### src/rtl/grid_dimensions.svh
// Grid geometry shared by the sudoku datapath blocks.
// GRID_LEN: number of tiles per row (and values per tile).
`ifndef GRID_DIMENSIONS_SVH
`define GRID_DIMENSIONS_SVH
`define GRID_LEN 9
`endif

### src/rtl/sudoku_pkg.sv
// sudoku_pkg -- shared types and constants for the sudoku datapath blocks.
//   GRID_LEN          : row length, taken from grid_dimensions.svh
//   IDX_W             : width of a table index / shuffle counter
//   bias_state_e      : row_bias sequencing states
//   LFSR_*            : 16-bit Fibonacci LFSR parameters (taps 16,14,13,11)
`include "grid_dimensions.svh"

package sudoku_pkg;

  localparam int GRID_LEN = `GRID_LEN;
  localparam int IDX_W    = $clog2(GRID_LEN);

  localparam int                    LFSR_WIDTH        = 16;
  localparam logic [LFSR_WIDTH-1:0] LFSR_DEFAULT_SEED = 16'hACE1;
  // Taps 16,14,13,11 expressed as bit positions 15,13,12,10.
  localparam logic [LFSR_WIDTH-1:0] LFSR_TAPS         = 16'hB400;

  typedef enum logic [1:0] {
    BIAS_INIT    = 2'd0,
    BIAS_SHUFFLE = 2'd1,
    BIAS_READY   = 2'd2
  } bias_state_e;

  // One LFSR step: shift toward the MSB, XOR of the taps enters bit 0.
  function automatic logic [LFSR_WIDTH-1:0] lfsr_next(input logic [LFSR_WIDTH-1:0] s);
    return {s[LFSR_WIDTH-2:0], ^(s & LFSR_TAPS)};
  endfunction

endpackage

### src/rtl/row_bias_if.sv
// row_bias_if -- request/reply bundle between the tiles of a row and row_bias.
//   seed        : LFSR seed, sampled by row_bias while reset is high
//   rq_valtotry : per-tile request strobe (bit t = tile t)
//   biasidx     : per-tile 1-hot index, tile t at [t*GRID_LEN +: GRID_LEN]
//   valtotry    : registered 1-hot reply shared by the row
//   ready       : shuffle complete, requests are served
//   collide     : one-cycle pulse when several tiles requested together
// Modports: master = tile side, slave = row_bias.
interface row_bias_if;
  import sudoku_pkg::*;

  logic [LFSR_WIDTH-1:0]        seed;
  logic [GRID_LEN-1:0]          rq_valtotry;
  logic [GRID_LEN*GRID_LEN-1:0] biasidx;
  logic [GRID_LEN-1:0]          valtotry;
  logic                         ready;
  logic                         collide;

  modport master (
    output seed, rq_valtotry, biasidx,
    input  valtotry, ready, collide
  );

  modport slave (
    input  seed, rq_valtotry, biasidx,
    output valtotry, ready, collide
  );
endinterface

### src/rtl/row_bias_lfsr16.sv
// lfsr16 -- 16-bit Fibonacci LFSR (taps 16,14,13,11), reusable by any
// randomised block.
//   clock   : sole clock
//   reset   : synchronous active-high; loads seed (default seed if seed == 0)
//   seed    : seed value sampled while reset is high
//   advance : step the register by one on this edge
//   state   : current LFSR contents
module lfsr16
  import sudoku_pkg::*;
(
  input  logic                  clock,
  input  logic                  reset,
  input  logic [LFSR_WIDTH-1:0] seed,
  input  logic                  advance,
  output logic [LFSR_WIDTH-1:0] state
);

  logic [LFSR_WIDTH-1:0] state_q;
  logic [LFSR_WIDTH-1:0] state_d;

  always_comb begin
    state_d = state_q;
    if (advance) state_d = lfsr_next(state_q);
  end

  // An all-zero seed would lock the LFSR, so substitute the default.
  always_ff @(posedge clock) begin
    if (reset) begin
      state_q <= (seed == '0) ? LFSR_DEFAULT_SEED : seed;
    end else begin
      state_q <= state_d;
    end
  end

  assign state = state_q;

endmodule

### src/rtl/row_bias.sv
// row_bias -- per-row bias table: a random permutation of the GRID_LEN
// 1-hot values, built by a Fisher-Yates shuffle after reset and then used
// to translate tile index requests into 1-hot candidate values.
//   clock     : sole clock
//   reset     : synchronous active-high reset (restarts the shuffle)
//   reshuffle : (only with ROW_BIAS_RESHUFFLE_EN) start a new shuffle in READY
//   bus       : row_bias_if.slave (seed, requests, reply, ready, collide)
// Build option: define ROW_BIAS_RESHUFFLE_EN to add the reshuffle port.
//
// state        | meaning
// BIAS_INIT    | loaded by reset; identity table, k = GRID_LEN-1; the first
//              | swap is done on the release edge so the shuffle lasts
//              | exactly GRID_LEN-1 cycles
// BIAS_SHUFFLE | one swap of entries k and lfsr mod (k+1) per cycle
// BIAS_READY   | table frozen, requests served with one-cycle latency
module row_bias
  import sudoku_pkg::*;
(
  input  logic clock,
  input  logic reset,
`ifdef ROW_BIAS_RESHUFFLE_EN
  input  logic reshuffle,
`endif
  row_bias_if.slave bus
);

  bias_state_e         state_q, state_d;
  logic [IDX_W-1:0]    k_q, k_d;
  logic [GRID_LEN-1:0] bias_q [GRID_LEN];
  logic [GRID_LEN-1:0] bias_d [GRID_LEN];
  logic [GRID_LEN-1:0] valtotry_q, valtotry_d;
  logic                collide_q, collide_d;

  logic [LFSR_WIDTH-1:0] lfsr_state;
  logic [LFSR_WIDTH-1:0] j_wide;
  logic [IDX_W-1:0]      j;
  logic                  lfsr_adv;
  logic [GRID_LEN-1:0]   req_idx;
  logic [GRID_LEN-1:0]   reply;
  logic                  multi_req;

  lfsr16 u_lfsr (
    .clock   (clock),
    .reset   (reset),
    .seed    (bus.seed),
    .advance (lfsr_adv),
    .state   (lfsr_state)
  );

  always_comb begin
    state_d    = state_q;
    k_d        = k_q;
    bias_d     = bias_q;
    valtotry_d = valtotry_q;
    collide_d  = 1'b0;
    lfsr_adv   = 1'b0;

    // j <= k always holds, so the truncation to IDX_W bits is lossless.
    j_wide = lfsr_state % (LFSR_WIDTH'(k_q) + LFSR_WIDTH'(1));
    j      = IDX_W'(j_wide);

    // Lowest-numbered requesting tile wins: scan from the top down so the
    // last hit is the lowest index.
    req_idx = '0;
    for (int t = GRID_LEN - 1; t >= 0; t--) begin
      if (bus.rq_valtotry[t]) req_idx = bus.biasidx[t*GRID_LEN +: GRID_LEN];
    end

    // OR of every addressed entry; a zero index yields zero and a
    // multi-hot index yields the union.
    reply = '0;
    for (int i = 0; i < GRID_LEN; i++) begin
      if (req_idx[i]) reply = reply | bias_q[i];
    end

    multi_req = (bus.rq_valtotry & (bus.rq_valtotry - GRID_LEN'(1))) != '0;

    case (state_q)
      BIAS_INIT, BIAS_SHUFFLE: begin
        bias_d[k_q] = bias_q[j];
        bias_d[j]   = bias_q[k_q];
        lfsr_adv    = 1'b1;
        k_d         = k_q - IDX_W'(1);
        state_d     = (k_q == IDX_W'(1)) ? BIAS_READY : BIAS_SHUFFLE;
      end
      BIAS_READY: begin
`ifdef ROW_BIAS_RESHUFFLE_EN
        // Reshuffle continues from the current table and LFSR; any
        // request in the same cycle is dropped.
        if (reshuffle) begin
          state_d    = BIAS_SHUFFLE;
          k_d        = IDX_W'(GRID_LEN - 1);
          valtotry_d = '0;
        end else if (bus.rq_valtotry != '0) begin
          valtotry_d = reply;
          collide_d  = multi_req;
        end
`else
        if (bus.rq_valtotry != '0) begin
          valtotry_d = reply;
          collide_d  = multi_req;
        end
`endif
      end
      default: state_d = BIAS_INIT;
    endcase
  end

  always_ff @(posedge clock) begin
    if (reset) begin
      state_q    <= BIAS_INIT;
      k_q        <= IDX_W'(GRID_LEN - 1);
      valtotry_q <= '0;
      collide_q  <= 1'b0;
      for (int i = 0; i < GRID_LEN; i++) begin
        bias_q[i] <= GRID_LEN'(1) << i;
      end
    end else begin
      state_q    <= state_d;
      k_q        <= k_d;
      valtotry_q <= valtotry_d;
      collide_q  <= collide_d;
      bias_q     <= bias_d;
    end
  end

  assign bus.valtotry = valtotry_q;
  assign bus.ready    = (state_q == BIAS_READY);
  assign bus.collide  = collide_q;

endmodule
### src/flat_wrapper.sv
// flat-port wrapper written by rule: the top's interface ports become plain ports
module row_bias_flat import sudoku_pkg::*;
  (clock, reset, bus_seed, bus_rq_valtotry, bus_biasidx, bus_valtotry, bus_ready, bus_collide);
  row_bias_if bus_i ();
  input  logic clock;
  input  logic reset;
  input wire logic [$bits(bus_i.seed)-1:0] bus_seed;
  input wire logic [$bits(bus_i.rq_valtotry)-1:0] bus_rq_valtotry;
  input wire logic [$bits(bus_i.biasidx)-1:0] bus_biasidx;
  output wire logic [$bits(bus_i.valtotry)-1:0] bus_valtotry;
  output wire logic [$bits(bus_i.ready)-1:0] bus_ready;
  output wire logic [$bits(bus_i.collide)-1:0] bus_collide;
  assign bus_i.seed = bus_seed;
  assign bus_i.rq_valtotry = bus_rq_valtotry;
  assign bus_i.biasidx = bus_biasidx;
  assign bus_valtotry = bus_i.valtotry;
  assign bus_ready = bus_i.ready;
  assign bus_collide = bus_i.collide;
  row_bias u_core (.clock(clock), .reset(reset), .bus(bus_i));
endmodule
### config.mk
export PLATFORM = sky130hd
export DESIGN_NAME = row_bias_flat
export DESIGN_NICKNAME = d
export VERILOG_FILES = /design/src/rtl/sudoku_pkg.sv /design/src/rtl/row_bias_if.sv /design/src/rtl/row_bias_lfsr16.sv /design/src/rtl/row_bias.sv /design/src/flat_wrapper.sv
export VERILOG_INCLUDE_DIRS = /design/src /design/src/rtl
export SDC_FILE = /design/constraint.sdc
export NUM_CORES = 1
export LEC_CHECK = 0
export ABC_AREA = 1
export CAP_MARGIN = 20
export CORE_MARGIN = 4
export CORE_UTILIZATION = 30
export DETAILED_ROUTE_END_ITERATION = 16
export PLACE_DENSITY = 0.46
export SYNTH_ARGS = -nofsm -noshare
export SYNTH_HDL_FRONTEND = slang
export SYNTH_SLANG_ARGS = --single-unit
### constraint.sdc
create_clock -name clock -period 52.3 [get_ports clock]
set_clock_uncertainty 0.1 [all_clocks]
set_input_delay 10.46 -clock clock [delete_from_list [all_inputs] [get_ports clock]]
set_output_delay 10.46 -clock clock [all_outputs]
set_load 0.02 [all_outputs]
== Yosys cells after proc, flatten, opt, wreduce, memory -nomap -nowiden ==
Cells that the tools add are included.
Storage, ports and cells
  flip-flop bits (word level): 113
Cells by class
  equal/unequal tests: 3
  $lt $le $gt $ge: 4
  reductions and logical operators: 11
  div/mod/pow operators: 1
  bitwise logic cells: 13
  multiplexer cells: 36
  add/subtract/negate cells: 3
Operators by type and width (count)
  $mux W9: 24
  $bwmux W81: 2
  $bmux W9 S4: 2
  $demux W9 S4: 2
  $or A9 B9 Y9: 8
  $mux W16: 3
  $reduce_bool A9 Y1: 2
  $logic_not A16 Y1: 1
  $mod A16 B16 Y16: 1
  $reduce_xor A16 Y1: 1
  $ge A5 B5 Y1 const B: 2
  $lt A5 B1 Y1 const B: 2
  $not A4 Y5: 2
  $and A9 B9 Y9: 1
  $sub A9 B1 Y9 const B: 1
  $add A4 B1 Y5 const B: 1
  $eq A4 B1 Y1 const B: 1
  $pmux W2 S2: 1
  $sub A4 B1 Y4 const B: 1
  $reduce_or A3 Y1: 1
  $eq A2 B1 Y1 const B: 1
  $eq A2 B2 Y1 const B: 1
  $logic_and A1 B1 Y1: 2
  $logic_not A2 Y1: 1
  6 further kinds: 7

== Depth between registers and ports, before layout ==
  word-level depth: 26
  depth in mapped cells: 186
  gate-level depth less buffers: 181

== Cells and area by module ==
A second synthesis with hierarchy kept.
Unflattened totals
  cells, all modules: 2259
  area, all modules: 13923.4 um^2
By module, submodules not included
  row_bias: instances 1, seq. area each 1941.9 um^2, cells each 2159, area an instance 13087.6 um^2
  lfsr16: instances 1, seq. area each 480.5 um^2, cells each 100, area an instance 835.8 um^2

== Worst setup path after synthesis ==
No wires, ideal clock.
  path type: reg-to-reg
  from: reg u_core.k_q[0]
  to: reg u_core.bias_q[36] (netlist bit)
  arrival: 24331 ps
  clock period less this slack: 24549 ps
  data required time: 52082 ps
  buffers on the path: 6
  setup time: 118 ps
  cell stages (with the launch flop): 175
  path slack: 27751 ps
  cells stage by stage: dfxtp_1 -> inv_1 -> clkbuf_1 -> clkbuf_1 -> ha_1 -> nor2_1 -> nand3_1 -> nand2_1 -> nand2_1 -> ha_1 -> inv_1 -> o21bai_1 -> nand3_2 -> nand3_1 -> nand2_1 -> ha_1 -> inv_1 -> o21bai_1 -> [139 not listed] -> inv_1 -> a21oi_1 -> a21oi_1 -> o21ai_0 -> inv_1 -> nand3_1 -> nand3_2 -> nor2_8 -> nand2_8 -> nand2_2 -> nand2_4 -> inv_2 -> nand2_8 -> nor2_8 -> o21ai_2 -> inv_2 -> o21ai_1 -> a21oi_1
Between the ends
  longest elaborated chain between the ends: 8
  elaborated cells on any way between the ends: 22
RTL lines
  start: declaration: RTL line row_bias.sv:28  | logic [IDX_W-1:0] k_q, k_d;
  start signal: assignment: RTL line row_bias.sv:112  | k_q <= IDX_W'(GRID_LEN - 1);
  start signal: assignment: RTL line row_bias.sv:120  | k_q <= k_d;
  $add A4 B1 Y5: RTL line row_bias.sv:59  | j_wide = lfsr_state % (LFSR_WIDTH'(k_q) + LFSR_WIDTH'(1));
  $mod A16 B16 Y16: RTL line row_bias.sv:59
  $not A4 Y5 (implied by the code): RTL line row_bias.sv:80, row_bias.sv:81
  $ge A5 B5 Y1 (implied by the code), or another cell as far along: RTL line row_bias.sv:81  | bias_d[j] = bias_q[k_q];
  $logic_and A1 B1 Y1 (implied by the code) / $mux W9 (equally long branches): RTL line row_bias.sv:81, row_bias.sv:80
  $mux W9, on equally long branches: RTL line row_bias.sv:81, row_bias.sv:80
  $demux W9 S4 / $bwmux W81 (equally long branches): RTL line row_bias.sv:81, row_bias.sv:80
  $bwmux W81 (*): RTL line row_bias.sv:81
  end signal: indexed assignment: RTL line row_bias.sv:116  | bias_q[i] <= GRID_LEN'(1) << i;
  end signal: assignment: RTL line row_bias.sv:123  | bias_q <= bias_d;
  end: declaration: RTL line row_bias.sv:29  | logic [GRID_LEN-1:0] bias_q [GRID_LEN];
Every way passes the cells marked *; elsewhere a longest branch is shown, timed or not. The select of a mux whose other input is x is not followed.
A chain may end at the register's enable or synchronous reset.

== Worst setup path in the final report ==
  from: reg u_core.k_q[1]
  to: reg u_core.bias_q[1] (netlist bit)
The elaborated chain is that of the path after synthesis.

==> impl_metrics.py <==
metrics = {
    "run_status": {
        "status": "finished clean",
    },
    "clocking": {
        "post_cts_buffers": 0,
        "cts_buffers": 17,
        "ctsResizeCount": 0,
        "cts_tree": "built",
        "clock_latency_ns": 0.45,
        "postCtsHoldBufs": 0,
        "root_buffer": "clkbuf_16",
        "cts_sinks": 113,
        "path_clk_slew_ns": 0.06,
        "htree_levels": 4,
        "cts.path.max_buffers": 2,
    },
    "detailed_routing": {
        "drtIter0Drc": 1347,
        "wl_per_cell_um": 21.3,
        "wirelength_um": 62500,
        "dr.pass1.iters": 5,
        "wl_met1_um": 26200,
        "dr_wl_met3_um": 3690,
        "via_per_inst": 5.51,
        "wl_met2_um": 29300,
        "ant_nets": 0,
        "maxUsedRoutingLayer": "met4",
        "drc": 0,
        "via_count": 16200,
    },
    "synth": {
        "synth_cells": 2246,
        "async_flop_share_pct": 0,
        "avgSynthCellArea_sq_um": 6.27,
        "yosys_register_bits": 113,
        "yosysUniqueCellTypes": 61,
        "synth.top_cell.area_share_pct": 13.8,
        "synthTopCellsByArea": "dfxtp_1 14%, nand2_1 13%, a21oi_1 8.5%",
        "synth_edf_count": 16,
        "yosys.area.top_type": "dfxtp_1",
        "syn-num-nets": 2433,
        "synthFlopType": "dfxtp_1",
        "yosys_warnings": 0,
        "yosysSeqAreaShare_pct": 17.2,
        "synthesis.area_sq_um": 14100,
    },
    "placement": {
        "io_buffers": 118,
        "routabilityCongestion": 0.909,
        "place_hpwl_um": 45800,
        "place_inst": 2908,
    },
    "setup_path": {
        "crit_arrival_ns": 29.68,
        "critPathMaxFanout": 20,
        "cpMostUsedCell": "nand2_1",
        "worstPathRequired_ns": 52.56,
        "startpoint_type": "flop",
        "critical-path-slowest-cell": "clkinv_1",
        "crit_path_end_kind": "flop",
        "cp_slowest_stage_delay_ns": 0.77,
        "worst-setup-path-type": "reg2reg",
    },
    "finish": {
        "final_cells": 2941,
        "layout_common_cells": "501 x nand2_1, 266 x inv_1, 238 x a21oi_1",
        "area.growth.synth_to_final_pct": 15.6,
        "fillCellCount": 5106,
        "drive_gt1_share_pct": 9.51,
        "ff_latch_area_sq_um": 2420,
        "layout_commonest_cell": "nand2_1",
        "nets": 2509,
        "antenna_cells": 0,
        "multi_input_area_sq_um": 10100,
    },
    "global_routing": {
        "grt_usage_pct": 24.0,
        "grt_pass1_vias": 15300,
        "grt_start_max_net_pins": 99,
        "grt_overflow": 0,
        "grt_pass1_wl_um": 93800,
        "antenna_found_initial": 0,
    },
    "timing": {
        "period_needed_ns": 29.42,
        "setup_viol": 0,
        "fin_crit_sh_pct": 56.2,
        "finalHoldViolCount": 0,
        "setup_tns_ns": 0,
        "fmax_mhz": 34.0,
        "grt_setup_unrepaired": "false",
        "tightest_slew_ns": 1.23,
        "drv_slew": 0,
        "slew_headroom_pct": 17.6,
    },
    "floorplanning": {
        "die_x_um": 225,
        "num_rows": 79,
        "io_pins": 119,
        "core_region_area_sq_um": 46500,
        "die_y_um": 225,
        "start_util_pct": 30.3,
        "die_area_sq_um": 50500,
    },
    "min_path": {
        "hold_path.class": "reg2reg",
    },
    "flow_run": {
        "maxCapViolCount": 0,
    },
}
[logic make-up after synthesis]
| kind of cell | synth area share (%) |
|---|---|
| and+or+nand+nor | 36.7 |
| DFF | 17.2 |
| adders and majority gates | 7.07 |
| buffers and inverters | 11.1 |
| AOI/OAI and AO/OA | 24.3 |
| xor gates and xnor gates | 3.61 |
[metrics by stage]
step           setup slack, ns  utilization [%]  instance area, sq um  hold WS [ns]
2_1_floorplan            27.75                -                 14100         0.311
4_1_cts                  22.22             35.0                 16200         0.342
3_3_place_gp             23.12             33.8                 15700         0.331
3_5_place_dp             22.33             33.8                 15700         0.334
6_report                 22.88             35.0                 16300         0.350
5_1_grt                  19.63             35.0                 16300         0.365
[synthesized netlist by cell type (all sizes together), types with 18 or more instances]
library cell / number
a21oi: 243
a221oi: 19
buf: 25
clkbuf: 47
dfxtp: 97
ha: 78
inv: 295
nand2: 552
nand3: 145
nand4: 115
nor2: 168
nor3: 26
o21ai: 210
o22ai: 19
xnor2: 18
xor2: 40
[sequential cells by signal (all words and copies together), names as in the netlist]
| signal | flops |
|---|---|
| u_core.u_lfsr.state | 16 |
| u_core.state_q | 2 |
| u_core.bus.collide | 1 |
| u_core.bias_q | 81 |
| u_core.k_q | 4 |
| u_core.bus.valtotry | 9 |
[critical path, delay by kind of cell (launching register included)]
kind,cells,cell delay [ns]
adders and majority gates,16,5.28
AOI/OAI and AO/OA,52,9.75
DFF,1,0.64
buffers and inverters,30,3.95
and+or+nand+nor,70,9.55
[path summary, 6_finish.rpt]
kind                                        start                 to  slack [ns]  cells past startpoint
worst max-delay path                u_core.k_q[1]   u_core.bias_q[1]       22.88                    168
worst min-delay path            u_core.state_q[0]  u_core.state_q[1]        0.35                      1
worst min register to register  u_core.state_q[0]  u_core.state_q[1]        0.35                      1
worst max register to register      u_core.k_q[1]   u_core.bias_q[1]       22.88                    168
[metal layers]
layer,track usage (%),up-vias
li1,-,7834
met1,30.2,7601
met2,40.2,609
met3,3.64,159
met4,11.7,0
met5,0,-
[area by class of cell]
cell class / instances / area share [%]
repair buffers: 129 / 7.85
flip-flops and latches: 113 / 14.9
inverters: 312 / 7.26
clock buffers: 17 / 2.61
clock inverters: 14 / 0.661
well taps: 607 / 4.67
multi-input cells: 1749 / 62.1
Power is not shown: default switching activity piles up to over one toggle a cycle in this logic, so the estimate is an artifact.
